$ cat src/rtl/cpu_ad48_csr_ctrl_pkg.sv
// Shared constants for the AD48 CSR controller: CSR addresses, op codes, privilege encodings
// and address-decode helpers.
package cpu_ad48_csr_ctrl_pkg;

  localparam logic [11:0] CSR_ADDR_STATUS  = 12'h000;
  localparam logic [11:0] CSR_ADDR_SCRATCH = 12'h001;
  localparam logic [11:0] CSR_ADDR_CYCLE   = 12'hC00;
  localparam logic [11:0] CSR_ADDR_INSTRET = 12'hC02;

  typedef enum logic [1:0] {
    CSR_F_R  = 2'd0,
    CSR_F_RW = 2'd1,
    CSR_F_RS = 2'd2,
    CSR_F_RC = 2'd3
  } csr_func_e;

  localparam logic [1:0] PRIV_U    = 2'b00;
  localparam logic [1:0] PRIV_S    = 2'b01;
  localparam logic [1:0] PRIV_M    = 2'b11;
  localparam logic [1:0] PRIV_RSVD = 2'b10;

  function automatic logic csr_addr_valid(input logic [11:0] addr);
    case (addr)
      CSR_ADDR_STATUS, CSR_ADDR_SCRATCH, CSR_ADDR_CYCLE, CSR_ADDR_INSTRET: csr_addr_valid = 1'b1;
      default: csr_addr_valid = 1'b0;
    endcase
  endfunction

  function automatic logic csr_addr_ro(input logic [11:0] addr);
    case (addr)
      CSR_ADDR_CYCLE, CSR_ADDR_INSTRET: csr_addr_ro = 1'b1;
      default: csr_addr_ro = 1'b0;
    endcase
  endfunction

endpackage

$ cat src/rtl/cpu_ad48_csr_arb.sv
// Two-way core/debug arbiter: core has priority until the debug side has lost STARVE_MAX
// consecutive times, then debug is force-granted for one cycle.
module cpu_ad48_csr_arb #(
  parameter int unsigned STARVE_MAX = 4
) (
  input  logic clk,
  input  logic resetn,
  input  logic core_valid,
  input  logic dbg_valid,
  output logic core_grant,
  output logic dbg_grant,
  output logic core_ready,
  output logic dbg_ready
);

  localparam int unsigned CW = $clog2(STARVE_MAX + 1);
  localparam logic [CW-1:0] STARVE_LIM = CW'(STARVE_MAX);

  logic [CW-1:0] starve_r;
  logic          force_dbg_s;

  // grant and ready decode; readies depend only on the valids and the starve count
  always_comb begin
    force_dbg_s = dbg_valid && (starve_r >= STARVE_LIM);
    core_grant  = core_valid && !force_dbg_s;
    dbg_grant   = dbg_valid && !core_grant;
    core_ready  = !force_dbg_s;
    dbg_ready   = force_dbg_s || !core_valid;
  end

  // starve counter: counts core wins while debug waits, clears on debug grant or debug idle
  always_ff @(posedge clk or negedge resetn) begin
    if (!resetn) begin
      starve_r <= {CW{1'b0}};
    end else if (dbg_grant || !dbg_valid) begin
      starve_r <= {CW{1'b0}};
    end else if (core_grant && (starve_r < STARVE_LIM)) begin
      starve_r <= starve_r + CW'(1);
    end else begin
      starve_r <= starve_r;
    end
  end

endmodule

$ cat src/rtl/cpu_ad48_csr_ctrl.sv
// AD48 CSR file (STATUS, SCRATCH, CYCLE, INSTRET) with single-cycle R/RW/RS/RC access.
// Define CPU_AD48_CSR_DBG_PORT_EN to enable the debug requester and its arbiter.
module cpu_ad48_csr_ctrl
  import cpu_ad48_csr_ctrl_pkg::*;
#(
  parameter int unsigned     XLEN         = 48,
  parameter int unsigned     STARVE_MAX   = 4,
  parameter logic [XLEN-1:0] STATUS_RESET = 48'h3
) (
  input  logic            clk,
  input  logic            resetn,
  input  logic            core_req_valid,
  output logic            core_req_ready,
  input  logic [1:0]      core_req_func,
  input  logic [11:0]     core_req_addr,
  input  logic [XLEN-1:0] core_req_wdata,
  output logic            core_resp_valid,
  output logic [XLEN-1:0] core_resp_rdata,
  output logic            core_resp_err,
  input  logic            dbg_req_valid,
  output logic            dbg_req_ready,
  input  logic [1:0]      dbg_req_func,
  input  logic [11:0]     dbg_req_addr,
  input  logic [XLEN-1:0] dbg_req_wdata,
  output logic            dbg_resp_valid,
  output logic [XLEN-1:0] dbg_resp_rdata,
  output logic            dbg_resp_err,
  input  logic            retire,
  output logic [1:0]      priv_mode,
  output logic [XLEN-1:0] csr_status,
  output logic [XLEN-1:0] csr_cycle
);

  logic [XLEN-1:0] status_r, scratch_r, cycle_r, instret_r;
  logic            core_resp_valid_r, core_resp_err_r;
  logic [XLEN-1:0] core_resp_rdata_r;
  logic            core_grant_s, dbg_grant_s, accept_s;
  csr_func_e       sel_func_s;
  logic [11:0]     sel_addr_s;
  logic [XLEN-1:0] sel_wdata_s, old_s, new_s, status_new_s;
  logic            err_s, wr_en_s;

`ifdef CPU_AD48_CSR_DBG_PORT_EN
  logic            dbg_resp_valid_r, dbg_resp_err_r;
  logic [XLEN-1:0] dbg_resp_rdata_r;

  cpu_ad48_csr_arb #(.STARVE_MAX(STARVE_MAX)) u_arb (
    .clk        (clk),
    .resetn     (resetn),
    .core_valid (core_req_valid),
    .dbg_valid  (dbg_req_valid),
    .core_grant (core_grant_s),
    .dbg_grant  (dbg_grant_s),
    .core_ready (core_req_ready),
    .dbg_ready  (dbg_req_ready)
  );

  assign dbg_resp_valid = dbg_resp_valid_r;
  assign dbg_resp_rdata = dbg_resp_rdata_r;
  assign dbg_resp_err   = dbg_resp_err_r;
`else
  logic unused_dbg_s;
  assign unused_dbg_s   = ^{dbg_req_valid, dbg_req_func, dbg_req_addr, dbg_req_wdata,
                            1'(STARVE_MAX % 2)};
  assign core_grant_s   = core_req_valid;
  assign dbg_grant_s    = 1'b0;
  assign core_req_ready = 1'b1;
  assign dbg_req_ready  = 1'b0;
  assign dbg_resp_valid = 1'b0;
  assign dbg_resp_rdata = {XLEN{1'b0}};
  assign dbg_resp_err   = 1'b0;
`endif

  assign accept_s        = core_grant_s | dbg_grant_s;
  assign core_resp_valid = core_resp_valid_r;
  assign core_resp_rdata = core_resp_rdata_r;
  assign core_resp_err   = core_resp_err_r;
  assign priv_mode       = status_r[1:0];
  assign csr_status      = status_r;
  assign csr_cycle       = cycle_r;

  // mux the granted request onto the shared datapath
  always_comb begin
    sel_func_s  = csr_func_e'(core_req_func);
    sel_addr_s  = core_req_addr;
    sel_wdata_s = core_req_wdata;
`ifdef CPU_AD48_CSR_DBG_PORT_EN
    if (dbg_grant_s) begin
      sel_func_s  = csr_func_e'(dbg_req_func);
      sel_addr_s  = dbg_req_addr;
      sel_wdata_s = dbg_req_wdata;
    end else begin
      sel_func_s  = csr_func_e'(core_req_func);
      sel_addr_s  = core_req_addr;
      sel_wdata_s = core_req_wdata;
    end
`endif
  end

  // read old value, compute the modified value and the WARL-filtered STATUS value
  always_comb begin
    case (sel_addr_s)
      CSR_ADDR_STATUS:  old_s = status_r;
      CSR_ADDR_SCRATCH: old_s = scratch_r;
      CSR_ADDR_CYCLE:   old_s = cycle_r;
      CSR_ADDR_INSTRET: old_s = instret_r;
      default:          old_s = {XLEN{1'b0}};
    endcase
    case (sel_func_s)
      CSR_F_RW: new_s = sel_wdata_s;
      CSR_F_RS: new_s = old_s | sel_wdata_s;
      CSR_F_RC: new_s = old_s & ~sel_wdata_s;
      default:  new_s = old_s;
    endcase
    err_s   = !csr_addr_valid(sel_addr_s) ||
              ((sel_func_s != CSR_F_R) && csr_addr_ro(sel_addr_s));
    wr_en_s = accept_s && !err_s && (sel_func_s != CSR_F_R);
    status_new_s = new_s;
    // reserved privilege encoding leaves the current mode in place
    if (new_s[1:0] == PRIV_RSVD) begin
      status_new_s[1:0] = status_r[1:0];
    end else begin
      status_new_s[1:0] = new_s[1:0];
    end
  end

  // CSR state and free-running counters
  always_ff @(posedge clk or negedge resetn) begin
    if (!resetn) begin
      status_r  <= STATUS_RESET;
      scratch_r <= {XLEN{1'b0}};
      cycle_r   <= {XLEN{1'b0}};
      instret_r <= {XLEN{1'b0}};
    end else begin
      cycle_r <= cycle_r + XLEN'(1);
      if (retire) instret_r <= instret_r + XLEN'(1);
      if (wr_en_s && (sel_addr_s == CSR_ADDR_STATUS)) status_r <= status_new_s;
      if (wr_en_s && (sel_addr_s == CSR_ADDR_SCRATCH)) scratch_r <= new_s;
    end
  end

  // registered responses, one cycle after accept
  always_ff @(posedge clk or negedge resetn) begin
    if (!resetn) begin
      core_resp_valid_r <= 1'b0;
      core_resp_err_r   <= 1'b0;
      core_resp_rdata_r <= {XLEN{1'b0}};
`ifdef CPU_AD48_CSR_DBG_PORT_EN
      dbg_resp_valid_r  <= 1'b0;
      dbg_resp_err_r    <= 1'b0;
      dbg_resp_rdata_r  <= {XLEN{1'b0}};
`endif
    end else begin
      core_resp_valid_r <= core_grant_s;
      core_resp_err_r   <= core_grant_s && err_s;
      core_resp_rdata_r <= (core_grant_s && !err_s) ? old_s : {XLEN{1'b0}};
`ifdef CPU_AD48_CSR_DBG_PORT_EN
      dbg_resp_valid_r  <= dbg_grant_s;
      dbg_resp_err_r    <= dbg_grant_s && err_s;
      dbg_resp_rdata_r  <= (dbg_grant_s && !err_s) ? old_s : {XLEN{1'b0}};
`endif
    end
  end

endmodule

$ cat config.mk
export PLATFORM = sky130hd
export DESIGN_NAME = cpu_ad48_csr_ctrl
export DESIGN_NICKNAME = d
export VERILOG_FILES = /design/src/rtl/cpu_ad48_csr_ctrl_pkg.sv /design/src/rtl/cpu_ad48_csr_arb.sv /design/src/rtl/cpu_ad48_csr_ctrl.sv
export SDC_FILE = /design/constraint.sdc
export NUM_CORES = 1
export LEC_CHECK = 0
export ABC_AREA = 1
export CORE_MARGIN = 2
export CORE_UTILIZATION = 46
export DETAILED_ROUTE_END_ITERATION = 8
export PLACE_DENSITY = 0.81
export REMOVE_ABC_BUFFERS = 1
export SYNTH_ARGS = -nofsm -noshare
export SYNTH_HDL_FRONTEND = slang
export SYNTH_SLANG_ARGS = --single-unit
$ cat constraint.sdc
create_clock -name clk -period 1.9 [get_ports clk]
set_input_delay 0.38 -clock clk [delete_from_list [all_inputs] [get_ports clk]]
set_output_delay 0.38 -clock clk [all_outputs]
set_load 0.02 [all_outputs]
==> run metrics, run 1 <==
Hold WC Path Type=input pin to async pin; # nets final=2448; Peak Freq=about 510 MHz; Setup crit end kind=flip-flop; PortBufs=between 200 and 250; Final ANT Viol Nets=0; Max-Cap Viols=0; gr usage total=31.0%; First-pass DRT Iterations=7; min cycle time layout=approximately 2000 ps; DR iter-0 viols=1383; critical path peak fanout=4; GRT Residual Overflow=0; DP Wirelength=between 30 and 40 mm; row cnt=64; vias in the first global route=14400; layout cells sized above 1=16.1%; area occupied by multi-input gates=between 7000 and 8000 µm²; share of the synthesized area in the top cell type=a little over two fifths; Reg clk slew, reported paths=around 70 ps; pwr dens=approximately 660 nW/µm²; Setup CP Type=flip-flop to flip-flop; setup tns final=-506 ps; RSZ-0062 raised after global routing=yes; # DRC=0; Syn. warnings=0; CP delay by family, top=simple AND/OR/NAND/NOR gates; Vias/cell=5.43; Placeable Area=between 30000 and 40000 µm²; Buf+Inv Stages, Crit Path=2; Critical Path Slowest Stage Cell=dfrtp_1; vias after detailed routing=14800; die area=between 30000 and 40000 µm²; die height=~180 µm; CTS tree=built; CTS buffer count=28; Fill cells=roughly 2600; CTS sink count=approximately 240; Area Growth Syn to Fin=36.4%; required time of the critical path=2330 ps; ranking of synthesized cells by area=dfrtp_1, nand2_1, xor2_1; Longest Clk Path Bufs=3; WL/cell=about 18 µm; Die Wd=between 150 and 200 µm; Setup-failing EPs final=13; Final Util=a little over three fifths; n_diodes=0; CP arrival=about 2400 ps; Post-Synthesis Cells=roughly 1900; latest clock arrival within the worst-skew pair=~550 ps; Critical Path Max Stage Delay=360 ps; initial antenna violation count=0; maximum vdd drop=0.670 mV; sequential element share of the synthesized area=approximately 43%; P_leak=~9.6 nW; Final Hold Fails=0; worst-path cell chain=buf_4 > nand2_2 > nor3_4 > nand2_2 > nor2_4 > nand2_4 > nor3_4 > buf_4 > nand3_1 > xor2_1; failing checks=negative setup slack; Starting Density=46.4%; status=complete, but fails checks; Yosys cell types=35; placer congestion estimate=~0.97; pin count of the biggest net entering global routing=62; CTS H-Tree Depth=1; Mapped Area=between 10000 and 15000 µm²; final worst slack=-78.0 ps; Startpoint Class=flip-flop; area leader, netlist=dfrtp_1; first-pass GRT wire length=slightly below 80 mm; Reg area=6070 µm²; # IOs=329; fin crit share=104%; CTS root buffer=clkbuf_16; Fin Clk Skew=~7.6 ps; Post-Route WL=about 50 mm; Yosys reg bits=242; Final Max Slew Viols=0; Mean Syn Cell Area=approximately 7.3 µm²
## synth_stat cells (all sizes together)
cell / count
a21oi: 98
and3: 2
buf: 91
clkbuf: 38
conb: 2
dfrtp: 240
dfstp: 2
ha: 2
inv: 165
nand2: 712
nand3: 85
nand4: 46
nor2: 136
nor3: 44
nor3b: 2
nor4: 8
o21ai: 138
o22ai: 40
or2: 1
xnor2: 5
xor2: 76
## kinds of logic after synthesis
kind of cell | count (synthesis) | synth area share, %
flops | 242 | 43.1
other cells | 2 | 0.0534
simple gates | 1036 | 30.9
xor+xnor | 81 | 5.04
buf+inv | 294 | 10.0
fa+ha+maj | 2 | 0.178
compound gates | 276 | 10.7
## final timing paths
kind	end	slack (ps)	cells after the start	start
hold / removal	csr_status[6]	320	2	resetn
max in group asynchronous	csr_cycle[20]	820	3	resetn
min in group clk	scratch_r[43]	480	2	scratch_r[43]
hold reg to reg	scratch_r[43]	480	2	scratch_r[43]
setup reg to reg	instret_r[47]	-80	10	instret_r[1]
setup / recovery	instret_r[47]	-80	10	instret_r[1]
## stage by stage
stage               hold slack [ps]  setup slack [ps]  instances  cell area, µm²  power [W]
floorplan                      84.4             -1030       1854           13500    0.00613
global placement                280              -437       2667           17900    0.00691
detailed placement              281              -503       2667           17900    0.00695
CTS                             326              2.68       2719           18800     0.0125
global route                    337              -238       2733           19200     0.0130
finish                          324             -78.0       2733           19200     0.0126
## what timing repair did
action,4_1_cts,5_1_grt
endpoints found under the setup margin,114,131
endpoints found under the hold margin,29,0
hold buffers,1,0
buffers inserted,1,12
pin swaps,2,24
resized for setup,116,65
gates cloned,0,2
## power by group
part	internal, W	switching [W]	leakage (nW)
combinational	0.000608	0.000963	5.83
clock	0.00335	0.00225	0.458
sequential	0.00529	0.000137	3.27
## cells in the final DEF (no fill, tap or decap), types with 9 or more instances in the layout
| master | n |
|---|---|
| nand2_2 | 12 |
| conb_1 | 52 |
| inv_2 | 11 |
| nor3_1 | 33 |
| o21ai_1 | 26 |
| dfrtp_1 | 234 |
| buf_12 | 24 |
| a21oi_2 | 24 |
| nor2_2 | 11 |
| clkdlybuf4s50_1 | 103 |
| nand4_1 | 45 |
| inv_1 | 153 |
| a21oi_1 | 74 |
| clkbuf_16 | 30 |
| nor2_1 | 109 |
| dlymetal6s2s_1 | 9 |
| o22ai_1 | 39 |
| xor2_1 | 76 |
| nor2_4 | 16 |
| dlygate4sd2_1 | 98 |
| buf_4 | 187 |
| nand3_1 | 80 |
| nand2_1 | 696 |
| o21ai_0 | 112 |
## routing by layer
metal | wire, µm | GRT usage [%] | vias up | part of all wire (%)
li1 | - | - | 6876 | -
met1 | 20500 | 40.9 | 7032 | 41
met2 | 24200 | 52.4 | 796 | 48
met3 | 4020 | 3.50 | 137 | 8.0
met4 | 1860 | 11.4 | 0 | 3.7
met5 | 0 | 0 | - | 0
## cell type report
type / count / area share (%)
clock inverters: 13 / 0.821
repair buffers: 433 / 21.0
inverters: 165 / 3.24
well taps: 396 / 2.58
clock buffers: 37 / 4.15
flip-flops and latches: 242 / 31.6
multi-input cells: 1447 / 36.6
## sequential cells by signal, summed over array words and instances, names as in the netlist
signal           flops
core_resp_err        1
core_resp_rdata     48
core_resp_valid      1
csr_cycle           48
csr_status          48
instret_r           48
scratch_r           48
(Power assumes the default switching activity.)
==> run 2: changes to the inputs <==
--- a/config.mk
+++ b/config.mk
@@ -6,11 +6,13 @@
 export NUM_CORES = 1
 export LEC_CHECK = 0
 export ABC_AREA = 1
+export CORE_ASPECT_RATIO = 1.4
 export CORE_MARGIN = 2
 export CORE_UTILIZATION = 46
 export DETAILED_ROUTE_END_ITERATION = 8
 export PLACE_DENSITY = 0.81
 export REMOVE_ABC_BUFFERS = 1
+export SKIP_CTS_REPAIR_TIMING = 1
 export SYNTH_ARGS = -nofsm -noshare
 export SYNTH_HDL_FRONTEND = slang
 export SYNTH_SLANG_ARGS = --single-unit
==> run 2 against run 1 <==
  * The flow still finishes with violations (negative setup slack)
  * Die area about the same
  * Sequential share of layout area decreased by 0.68 points
  * Fmax increased by 3.5%
==> run metrics, run 2 (synthesized netlist as in run 1, its figures left out) <==
die height=211 µm (was 179 µm); Final Max Slew Viols=0 (unchanged); CTS sink count=242 (unchanged); RSZ-0062 raised after global routing=yes (unchanged); gr usage total=32.8% (was 31.0%); failing checks=negative setup slack (unchanged); Setup-failing EPs final=1 (was 13); first-pass GRT wire length=82.6 mm (was 77.6 mm); CP dominant cell by count=nor2_4; layout cells sized above 1=17.0% (was 16.1%); Setup CP Type=flip-flop to flip-flop (unchanged); Max-Cap Viols=0 (unchanged); latest clock arrival within the worst-skew pair=550 ps (about the same); Final Hold Fails=0 (unchanged); Vias/cell=5.53 (was 5.43); GRT Residual Overflow=0 (unchanged); CTS H-Tree Depth=1 (unchanged); fin crit share=101% (was 104%); CTS root buffer=clkbuf_16 (unchanged); Fill cells=2512 (was 2610); final instance area=19600 µm² (was 19200 µm²); row cnt=75 (was 64); initial antenna violation count=0 (unchanged); Post-Route WL=54.5 mm (was 50.5 mm); status=complete, but fails checks (unchanged); pin count of the biggest net entering global routing=59 (was 62); Tot Pwr=0.0126 W (about the same); # IOs=329 (unchanged); worst-path cell chain=ha_4 > inv_4 > nor3_4 > nand2_2 > nor2_4 > nand2_4 > nor2_4 > nand2_4 > nor2_4 > nand3_2 > nand2_1 > nand2_1 (was buf_4 > nand2_2 > nor3_4 > nand2_2 > nor2_4 > nand2_4 > nor3_4 > buf_4 > nand3_1 > xor2_1); area post-placement=18100 µm² (was 17900 µm²); Fin Clk Skew=10.8 ps (was 7.59 ps); WL/cell=19.9 µm (was 18.5 µm); Longest Clk Path Bufs=3 (unchanged); Peak Freq=523 MHz (was 506 MHz); Die Wd=152 µm (was 179 µm); maximum vdd drop=0.602 mV (was 0.670 mV); Critical Path Slowest Stage Cell=dfrtp_1 (unchanged); required time of the critical path=2350 ps (was 2330 ps); CTS buffer count=26 (was 28); DR iter-0 viols=1349 (was 1383); # DRC=0 (unchanged); n_diodes=0 (unchanged); placer congestion estimate=0.961 (was 0.966); critical path peak fanout=7 (was 4); final worst slack=-10.8 ps (was -78.0 ps); Placeable Area=30000 µm² (was 30300 µm²); Hold WC Path Type=input pin to async pin (unchanged); CTS tree=built (unchanged); CP arrival=2360 ps (was 2410 ps); Critical Path Max Stage Delay=410 ps (was 360 ps); commonest non-fill, non-tap cell in the layout=nand2_1 (unchanged); die area=32000 µm² (about the same); Starting Density=46.9% (was 46.4%); DP Wirelength=40.8 mm (was 37.5 mm); # nets final=2465 (was 2448); Setup crit end kind=flip-flop (unchanged); Final ANT Viol Nets=0 (unchanged); commonest cells after routing, fill and taps aside=nand2_1, dfrtp_1, buf_4 (unchanged); PortBufs=213 (unchanged); pwr dens=641 nW/µm² (was 656 nW/µm²); min cycle time layout=1910 ps (was 1980 ps); P_leak=10.9 nW (was 9.56 nW); Startpoint Class=flip-flop (unchanged); First-pass DRT Iterations=8 (was 7); Area Growth Syn to Fin=39.5% (was 36.4%); Reg clk slew, reported paths=60 ps (was 70 ps); Final Util=65.4% (was 63.2%); vias after detailed routing=15100 (was 14800); vias in the first global route=15200 (was 14400)
==> run 2: cell types whose count changed in the layout (fill, tap and decap cells not counted), sizes merged, moves of 3 or more <==
| cell | change |
|---|---|
| clkdlybuf4s50 | +3 |
| dlygate4sd2 | -98 |
| dlymetal6s2s | +97 |
| buf | +20 |
| clkinvlp | -3 |
==> run 2: final timing paths <==
| check | cells past startpoint | slack, ps | to | startpoint |
|---|---|---|---|---|
| min in group clk | 2 | 480 | scratch_r[44] | scratch_r[44] |
| max in group asynchronous | 3 | 900 | csr_cycle[18] | resetn |
| worst max register to register | 12 | -10 | instret_r[44] | instret_r[1] |
| worst max-delay path | 12 | -10 | instret_r[44] | instret_r[1] |
| worst min-delay path | 2 | 320 | scratch_r[34] | resetn |
| worst min register to register | 2 | 480 | scratch_r[44] | scratch_r[44] |
==> run 2: final cells by class <==
cell class / count / area, µm² / share of cell area (%)
clock buffer: 36 / 749 / 3.82
clock inverter: 9 / 148 / 0.752
inverter: 165 / 627 / 3.19
multi-input combinational: 1447 / 7020 / 35.8
sequential: 242 / 6070 / 30.9
tap: 385 / 482 / 2.45
timing repair buffer: 452 / 4530 / 23.1
==> run 2: where the power goes <==
group | internal [W] | total, W | switching (W)
clock network | 0.00328 | 0.00546 | 0.00218
logic | 0.000610 | 0.00166 | 0.00105
registers | 0.00529 | 0.00546 | 0.000166
==> run 2: through the flow <==
step | hold slack [ps] | worst slack, ps | instances | TNS [ps]
2_1_floorplan | 84.4 | -1030 | 1854 | -135020
3_3_place_gp | 301 | -376 | 2681 | -52080
3_5_place_dp | 302 | -442 | 2681 | -59980
4_1_cts | -276 | -322 | 2726 | -12300
5_1_grt | 347 | -118 | 2736 | -702
6_report | 317 | -10.8 | 2736 | -10.8
==> run 2: routing by layer <==
layer / vias up / part of all wire, % / global-route usage (%)
met1: 7074 / 37 / 38.3
met5: - / 0 / 0
li1: 6915 / - / -
met4: 0 / 7.2 / 21.0
met2: 888 / 49 / 57.1
met3: 255 / 7.1 / 3.96
==> run 2: worst max-delay path, delay by kind of cell, from the launching register on <==
family / cells / cell delay [ps]
simple gates: 10 / 1160
flops: 1 / 410
buf+inv: 1 / 50
fa+ha+maj: 1 / 180
